### src/rtl/filter_out_decimator.sv
// filter_out_decimator
//   Averages blocks of 2^shift consecutive filtered samples and queues one
//   decimated result per block in a small first-word-fall-through FIFO that
//   is drained over a valid/ready handshake. A sticky overflow flag records
//   any result lost because the FIFO was full.
//
// Build option:
//   DECIM_ROUND_EN  when defined, results are rounded half-up and saturated;
//                   when undefined, results are plain truncation.
//
// Ports:
//   clk          system clock, rising edge
//   rst_n        synchronous active-low reset
//   in_data      filtered sample
//   in_valid     sample qualifier (no backpressure upstream)
//   decim_shift  log2 decimation ratio, clamped to MAX_SHIFT
//   clear        synchronous flush of accumulator, FIFO and overflow
//   out_data     FIFO head (0 when empty)
//   out_valid    FIFO non-empty
//   out_ready    consumer accepts out_data
//   overflow     sticky: a result was dropped on a full FIFO
//   fifo_level   FIFO occupancy, 0..DEPTH
//
// state | meaning
// IDLE  | no partial block held
// ACCUM | partial block held in acc, cnt samples so far
module filter_out_decimator #(
    parameter int DATA_W    = 16,
    parameter int MAX_SHIFT = 4,
    parameter int DEPTH     = 4
) (
    input  logic                     clk,
    input  logic                     rst_n,
    input  logic [DATA_W-1:0]        in_data,
    input  logic                     in_valid,
    input  logic [2:0]               decim_shift,
    input  logic                     clear,
    output logic [DATA_W-1:0]        out_data,
    output logic                     out_valid,
    input  logic                     out_ready,
    output logic                     overflow,
    output logic [$clog2(DEPTH):0]   fifo_level
);

    localparam int ACC_W = DATA_W + MAX_SHIFT;
    localparam int AW    = $clog2(DEPTH);
    localparam int LW    = AW + 1;
    localparam logic [MAX_SHIFT:0] CNT_ONE = 1;

    typedef enum logic {IDLE, ACCUM} state_t;

    state_t               state, state_nxt;
    logic [ACC_W-1:0]     acc, acc_nxt;
    logic [MAX_SHIFT:0]   cnt, cnt_nxt, cnt_inc;
    logic [2:0]           shift_q, shift_nxt, shift_eff, shift_sel;
    logic [ACC_W-1:0]     sum;
    logic                 push;
    logic [DATA_W-1:0]    push_data;

    assign shift_eff = (decim_shift > 3'(MAX_SHIFT)) ? 3'(MAX_SHIFT) : decim_shift;
    // The first sample of a block uses the live shift; later ones use the latched one.
    assign shift_sel = (state == IDLE) ? shift_eff : shift_q;
    // Sum includes the current sample so the push needs no extra cycle.
    assign sum       = ((state == IDLE) ? '0 : acc) + ACC_W'(in_data);
    assign cnt_inc   = cnt + CNT_ONE;

    always_ff @(posedge clk) begin
        if (!rst_n || clear) begin
            state   <= IDLE;
            acc     <= '0;
            cnt     <= '0;
            shift_q <= '0;
        end else begin
            state   <= state_nxt;
            acc     <= acc_nxt;
            cnt     <= cnt_nxt;
            shift_q <= shift_nxt;
        end
    end

    always_comb begin
        state_nxt = state;
        acc_nxt   = acc;
        cnt_nxt   = cnt;
        shift_nxt = shift_q;
        push      = 1'b0;
        if (in_valid) begin
            case (state)
                IDLE: begin
                    shift_nxt = shift_eff;
                    acc_nxt   = sum;
                    cnt_nxt   = CNT_ONE;
                    if (shift_eff == 3'd0) begin
                        push    = 1'b1;
                        acc_nxt = '0;
                        cnt_nxt = '0;
                    end else begin
                        state_nxt = ACCUM;
                    end
                end
                ACCUM: begin
                    acc_nxt = sum;
                    cnt_nxt = cnt_inc;
                    if (cnt_inc == (CNT_ONE << shift_q)) begin
                        push      = 1'b1;
                        state_nxt = IDLE;
                        acc_nxt   = '0;
                        cnt_nxt   = '0;
                    end
                end
                default: state_nxt = IDLE;
            endcase
        end
    end

`ifdef DECIM_ROUND_EN
    logic [ACC_W:0] rsum, rshift;
    always_comb begin
        rsum = {1'b0, sum};
        if (shift_sel != 3'd0)
            rsum = rsum + ((ACC_W+1)'(1) << (shift_sel - 3'd1));
        rshift = rsum >> shift_sel;
        if (rshift > (ACC_W+1)'({DATA_W{1'b1}}))
            push_data = '1;
        else
            push_data = DATA_W'(rshift);
    end
`else
    always_comb begin
        push_data = DATA_W'(sum >> shift_sel);
    end
`endif

    logic [DATA_W-1:0] mem [DEPTH];
    logic [AW-1:0]     wr_ptr, rd_ptr;
    logic              pop, full, wr_en;

    assign out_valid = (fifo_level != '0);
    assign out_data  = out_valid ? mem[rd_ptr] : '0;
    assign pop       = out_valid && out_ready;
    assign full      = (fifo_level == LW'(DEPTH));
    // A pop frees the slot in the same cycle, so a full FIFO can still accept.
    assign wr_en     = push && (!full || pop);

    always_ff @(posedge clk) begin
        if (!rst_n || clear) begin
            wr_ptr     <= '0;
            rd_ptr     <= '0;
            fifo_level <= '0;
            overflow   <= 1'b0;
        end else begin
            if (wr_en)
                wr_ptr <= wr_ptr + AW'(1);
            if (pop)
                rd_ptr <= rd_ptr + AW'(1);
            fifo_level <= fifo_level + LW'(wr_en) - LW'(pop);
            if (push && !wr_en)
                overflow <= 1'b1;
        end
    end

    always_ff @(posedge clk) begin
        if (rst_n && !clear && wr_en)
            mem[wr_ptr] <= push_data;
    end

endmodule

### config.mk
export PLATFORM = sky130hd
export DESIGN_NAME = filter_out_decimator
export DESIGN_NICKNAME = d
export VERILOG_FILES = /design/src/rtl/filter_out_decimator.sv
export SDC_FILE = /design/constraint.sdc
export NUM_CORES = 1
export LEC_CHECK = 0
export BUFFER_PORTS_ARGS = -buffer_cell sky130_fd_sc_hd__buf_2
export CORE_MARGIN = 2
export CORE_UTILIZATION = 58
export CTS_BUF_LIST = sky130_fd_sc_hd__clkbuf_8
export DETAILED_ROUTE_END_ITERATION = 7
export GPL_ROUTABILITY_DRIVEN = 0
export GPL_TIMING_DRIVEN = 1
export PLACE_DENSITY = 0.78
export SETUP_SLACK_MARGIN = 0.1
export SLEW_MARGIN = 20
export SYNTH_ARGS = -nofsm -noshare
export SYNTH_HDL_FRONTEND = slang
export SYNTH_SLANG_ARGS = --single-unit
export TNS_END_PERCENT = 100
### constraint.sdc
create_clock -name clk -period 5.1 [get_ports clk]
set_input_delay 0.51 -clock clk [delete_from_list [all_inputs] [get_ports clk]]
set_output_delay 0.51 -clock clk [all_outputs]
set_load 0.05 [all_outputs]
==> results.cfg, run 1 <==
[outcome]
status = complete, no violations

[clock_tree]
cts.repair.resized = 0
cts_setup_buffers = 0
tritoncts = yes
root_buffer = clkbuf_8
cts_sinks = 103
insertion_delay_ns = 0.37
cts.clk_slew.worst_paths_ns = 0.11
cts_buffer_depth = 2
htree_levels = 3
holdBufCountCts = 0
cts_made_buffers = 9

[hold_path]
hold_path.class = reg -> reg

[global_routing]
grt_max_degree = 26
grtUsageMet1_pct = 30.16
grt_pass1_wl_um = 20040
grt_pass1_vias = 4108
use_met3_pct = 3.805
antenna_found_initial = 0
grt_use_met2_pct = 38.13
grt_busiest_layer = met2
grt-ovfl-total = 0
grt_usage_pct = 22.69

[timing]
period_needed_ns = 3.935
finalHoldViolations = 0
rsz0062_at_grt = false
fmax_ghz = 0.2541
fin_crit_sh_pct = 77.16
drv_slew = 0
skew_ns = 0.01661
max_slew_margin_pct = 31.32
tightest_slew_ns = 1.023
whs_ns = 0.4639
setup_tns_ns = 0
setup_viol = 0

[power_and_ir_drop]
combPwrFrac_pct = 14.5
p_sw_uw = 478.3
design_power_total_mw = 1.651
ir_drop_uv = 134.5
seqPwrFrac_pct = 55.6
p_int_mw = 1.173
powerDensity_nw_per_um2 = 262.0
p_clk_share_pct = 29.9
p_leak_nw = 2.334
switching_share_pct = 28.96

[yosys]
syn_area_um2 = 5894
synth_area_leader_cell = edfxtp_1
netlist_instances = 547
synth.area.top_cells = edfxtp_1, dfxtp_1, mux4_2
yosys_warnings = 0
synth.distinct_cells = 67
ys_ff_latch = 103
synth_flop_cell = edfxtp_1
yosysMostFrequentCell = edfxtp_1
synth_top_area_share_pct = 32.60
synthArstFlopShare_pct = 0
syn_avg_cell_area_um2 = 10.78
ys_seq_area_share_pct = 45.85
syn_nets = 596
synthTopCellsByCount = edfxtp_1, nand2_1, nor2_1, dfxtp_1, and2_1
synth_edf_count = 64

[placed_design]
placedCellCount = 693
port_buffers = 44
place_hpwl_um = 8744

[route]
via_per_inst = 6.038
drc = 0
antenna_left = 0
vias = 4281
drtIter0Drc = 321
firstDrtPassIters = 4
drt-total-wl_um = 12280
wire_per_inst_um = 17.32

[layout]
multi_input_area_um2 = 2965
layout-drive-gt1-share_pct = 17.19
synthToLayoutAreaGrowth_pct = 6.920
seq_area_um2 = 2704
final_util_pct = 64.18
stdcell_count = 709
diodes = 0
nFillCells = 809
final_net_count = 620

[worst_setup_path]
cp-start-kind = flop
r2r_slack_ns = 1.16
crit_path_end_kind = flop
path_max_fanout = 17
critPathArrivalTime_ns = 4.00
critical_path_class = reg -> reg
critical_path_required_ns = 5.17

[die]
die-area_um2 = 10990
dieWidth_um = 104.8
core_um2 = 9819
fp.dieH_um = 104.8
rows = 36
start_util_pct = 60.03
io_pins = 45

[run]
maxCapViolCount = 0
==> worst paths after layout <==
kind                endpoint  depth (start not counted)  startpoint
setup / recovery  mem[1][14]                         10       state
hold / removal        acc[3]                          2      acc[3]
setup reg to reg  mem[1][14]                         10       state
hold reg to reg       acc[3]                          2      acc[3]
==> state kept, by name, summed over array words and instances, names as in the netlist, named ones only <==
signal      cells
mem            64
acc            20
cnt             5
fifo_level      3
shift_q         3
rd_ptr          2
wr_ptr          2
overflow        1
state           1
==> cell families after synthesis <==
group                      count (synthesis)  synth area share (%)
AOI/OAI and AO/OA                        138                 16.43
xor gates and xnor gates                  24                 3.821
adders and majority gates                 25                 5.562
buffers and inverters                     45                 3.906
DFF                                      103                 45.85
muxes                                     32                 8.873
and+or+nand+nor                          180                 15.56
==> worst max-delay path, stage by stage, from the launching register on <==
cell and delay (ns):
dfxtp_1 0.65, and2_1 0.26, ha_1 0.25, a211oi_1 0.37
o211ai_1 0.24, a311oi_1 0.46, o21ai_1 0.13, xnor2_1 0.42
mux2i_1 0.29, a221oi_1 0.38, o21ai_1 0.18
==> power groups by stage <==
stage	clock network, mW	registers [mW]	logic [mW]
2_1_floorplan	0	0.933	0.183
6_report	0.494	0.918	0.240
3_3_place_gp	0	0.936	0.230
5_1_grt	0.534	0.920	0.262
4_1_cts	0.498	0.918	0.238
3_5_place_dp	0	0.937	0.237
==> area by class of cell <==
type / instances / area share (%)
Tap cell: 133 / 2.640
Sequential cell: 103 / 42.90
Clock buffer: 9 / 1.965
Clock inverter: 7 / 0.9927
Multi-Input combinational cell: 399 / 47.05
Timing Repair Buffer: 46 / 3.732
Inverter: 12 / 0.7147
==> cell usage in the layout (no fill, tap or decap), types with 5 or more instances in the layout <==
cell type	Yosys	final
inv_1	12	12
a21oi_1	29	29
and3_1	5	5
dfxtp_1	39	38
edfxtp_1	64	64
a22o_1	10	10
o22ai_1	6	6
nor3_1	8	8
xnor2_1	14	14
nand3_1	17	17
buf_2	1	44
a21o_1	5	5
o21a_1	6	6
nor2_1	41	41
clkbuf_8	4	9
o21ai_1	6	5
ha_1	23	23
mux2i_1	14	14
nand2_1	44	44
o21ai_0	27	27
nand2b_1	7	7
mux4_2	16	16
and2_1	38	38
a211oi_1	7	7
xor2_1	8	8
o211ai_1	11	11
==> through the flow <==
step | setup slack (ns) | cell area (µm²)
final | 1.165 | 6302
after CTS | 1.258 | 6301
after global routing | 0.9346 | 6302
after floorplan | 1.634 | 5894
after global placement | 1.431 | 6115
after detailed placement | 1.284 | 6115
==> metal layers <==
layer	wire, µm	share of wire [%]
met1	5397	44
met2	5991	49
met3	702	5.7
met4	186	1.5
met5	0	0
Power figures use the tool's default switching activity.
==> run 2, diff against run 1 <==
--- a/config.mk
+++ b/config.mk
@@ -7,12 +7,12 @@
 export LEC_CHECK = 0
 export BUFFER_PORTS_ARGS = -buffer_cell sky130_fd_sc_hd__buf_2
 export CORE_MARGIN = 2
-export CORE_UTILIZATION = 58
+export CORE_UTILIZATION = 57
 export CTS_BUF_LIST = sky130_fd_sc_hd__clkbuf_8
 export DETAILED_ROUTE_END_ITERATION = 7
 export GPL_ROUTABILITY_DRIVEN = 0
 export GPL_TIMING_DRIVEN = 1
-export PLACE_DENSITY = 0.78
+export PLACE_DENSITY = 0.8
 export SETUP_SLACK_MARGIN = 0.1
 export SLEW_MARGIN = 20
 export SYNTH_ARGS = -nofsm -noshare
==> constraint.sdc (replaced) <==
create_clock -name clk -period 3.4 [get_ports clk]
set_input_delay 0.34 -clock clk [delete_from_list [all_inputs] [get_ports clk]]
set_output_delay 0.34 -clock clk [all_outputs]
set_load 0.05 [all_outputs]
==> results.cfg, run 2 (same netlist as run 1, synthesis figures left out) <==
[outcome]
status = complete, no violations

[power_and_ir_drop]
ir_drop_uv = 225.3
design_power_total_mw = 2.522
p_leak_nw = 2.502
powerDensity_nw_per_um2 = 377.3

[placed_design]
port_buffers = 44
placedCellCount = 716
place_hpwl_um = 8876

[clock_tree]
holdBufCountCts = 0
cts_made_buffers = 9
insertion_delay_ns = 0.37
cts_sinks = 103
root_buffer = clkbuf_8
tritoncts = yes
cts_buffer_depth = 2
cts.clk_slew.worst_paths_ns = 0.11
htree_levels = 3

[route]
via_per_inst = 5.918
drtIter0Drc = 320
antenna_left = 0
vias = 4379
firstDrtPassIters = 5
drt-total-wl_um = 12390
wire_per_inst_um = 16.75
drc = 0

[global_routing]
grt_pass1_vias = 4224
grt-ovfl-total = 0
grt_max_degree = 25
antenna_found_initial = 0
grt_pass1_wl_um = 20200
grt_usage_pct = 22.60

[timing]
fin_crit_sh_pct = 93.32
setup_viol = 0
tightest_slew_ns = 1.219
fmax_ghz = 0.3152
setup_tns_ns = 0
skew_ns = 0.01468
max_slew_margin_pct = 18.17
period_needed_ns = 3.173
rsz0062_at_grt = true
finalHoldViolations = 0
drv_slew = 0

[hold_path]
hold_path.class = in -> reg

[worst_setup_path]
critical_path_required_ns = 3.45
critical_path_class = reg -> reg
cp-start-kind = flop
critPathArrivalTime_ns = 3.22
crit_path_end_kind = flop
path_max_fanout = 8

[layout]
nFillCells = 781
synthToLayoutAreaGrowth_pct = 13.39
final_common_cell = edfxtp_1
mostFrequentLayoutCells = edfxtp_1, buf_2, nand2_1, nor2_1
layout-drive-gt1-share_pct = 24.83
stdcell_count = 740
largest_register_ffs = 64
final_net_count = 648
regMostFlops = mem
reg_top3 = mem x64, acc x20, cnt x5
diodes = 0

[die]
io_pins = 45
start_util_pct = 57.87
core_um2 = 10180
dieWidth_um = 105.7
rows = 37
die-area_um2 = 11170
fp.dieH_um = 105.7

[run]
maxCapViolCount = 0
==> run 2: worst paths after layout <==
kind,to,start,depth (start not counted),slack (ns)
setup / recovery,mem[1][10],state,13,0.23
hold / removal,overflow,out_ready,4,0.34
setup reg to reg,mem[1][10],state,13,0.23
hold reg to reg,acc[6],acc[6],2,0.47
==> run 2: layout make-up <==
type                            instances  area, µm²  area share, %
Tap cell                              136      170.2          2.546
Inverter                               12      45.04         0.6739
Clock buffer                           10      137.6          2.059
Clock inverter                          6      52.55         0.7862
Sequential cell                       103       2708          40.51
Timing Repair Buffer                   74      450.4          6.739
Multi-Input combinational cell        399       3120          46.69
==> run 2: power by group <==
part	internal, mW	switching (mW)
registers	1.36	0.0120
logic	0.146	0.257
clock network	0.298	0.448
total	1.81	0.716
==> run 2: timing repair <==
item | CTS | global route
setup endpoints to repair | 13 | 56
buffers inserted | 1 | 7
resized for setup | 3 | 28
pin swaps | 1 | 12
==> run 2: routing by layer <==
layer | track usage (%) | routed length [µm] | vias to the layer above
met1 | 30.20 | 5509 | 2141
met4 | 4.887 | 124 | 0
met3 | 3.401 | 484 | 12
met5 | 0 | 0 | -
li1 | - | - | 2121
met2 | 39.22 | 6274 | 105
==> run 2: worst max-delay path, cell delays in order, from the launching register on <==
cell and delay [ns]:
dfxtp_4 0.39, buf_2 0.16, and2_1 0.16, ha_1 0.36, a21oi_1 0.34, nand2_1 0.16, o211ai_4 0.30, buf_6 0.16
xor2_4 0.18, nor2_2 0.06, a21o_1 0.18, mux2i_2 0.17, buf_4 0.15, o22ai_2 0.09
==> run 2: per-stage QoR <==
step / hold WS (ns) / setup slack (ns) / cell area (µm²) / utilization (%)
global placement: 0.4273 / 0.1361 / 6281 / 61.67
floorplan: 0.4174 / 0.1244 / 5907 / -
CTS: 0.3290 / 0.1073 / 6494 / 63.76
finish: 0.3442 / 0.2271 / 6684 / 65.63
detailed placement: 0.4375 / 0.02593 / 6281 / 61.67
global route: 0.3535 / 0.04686 / 6684 / 65.63
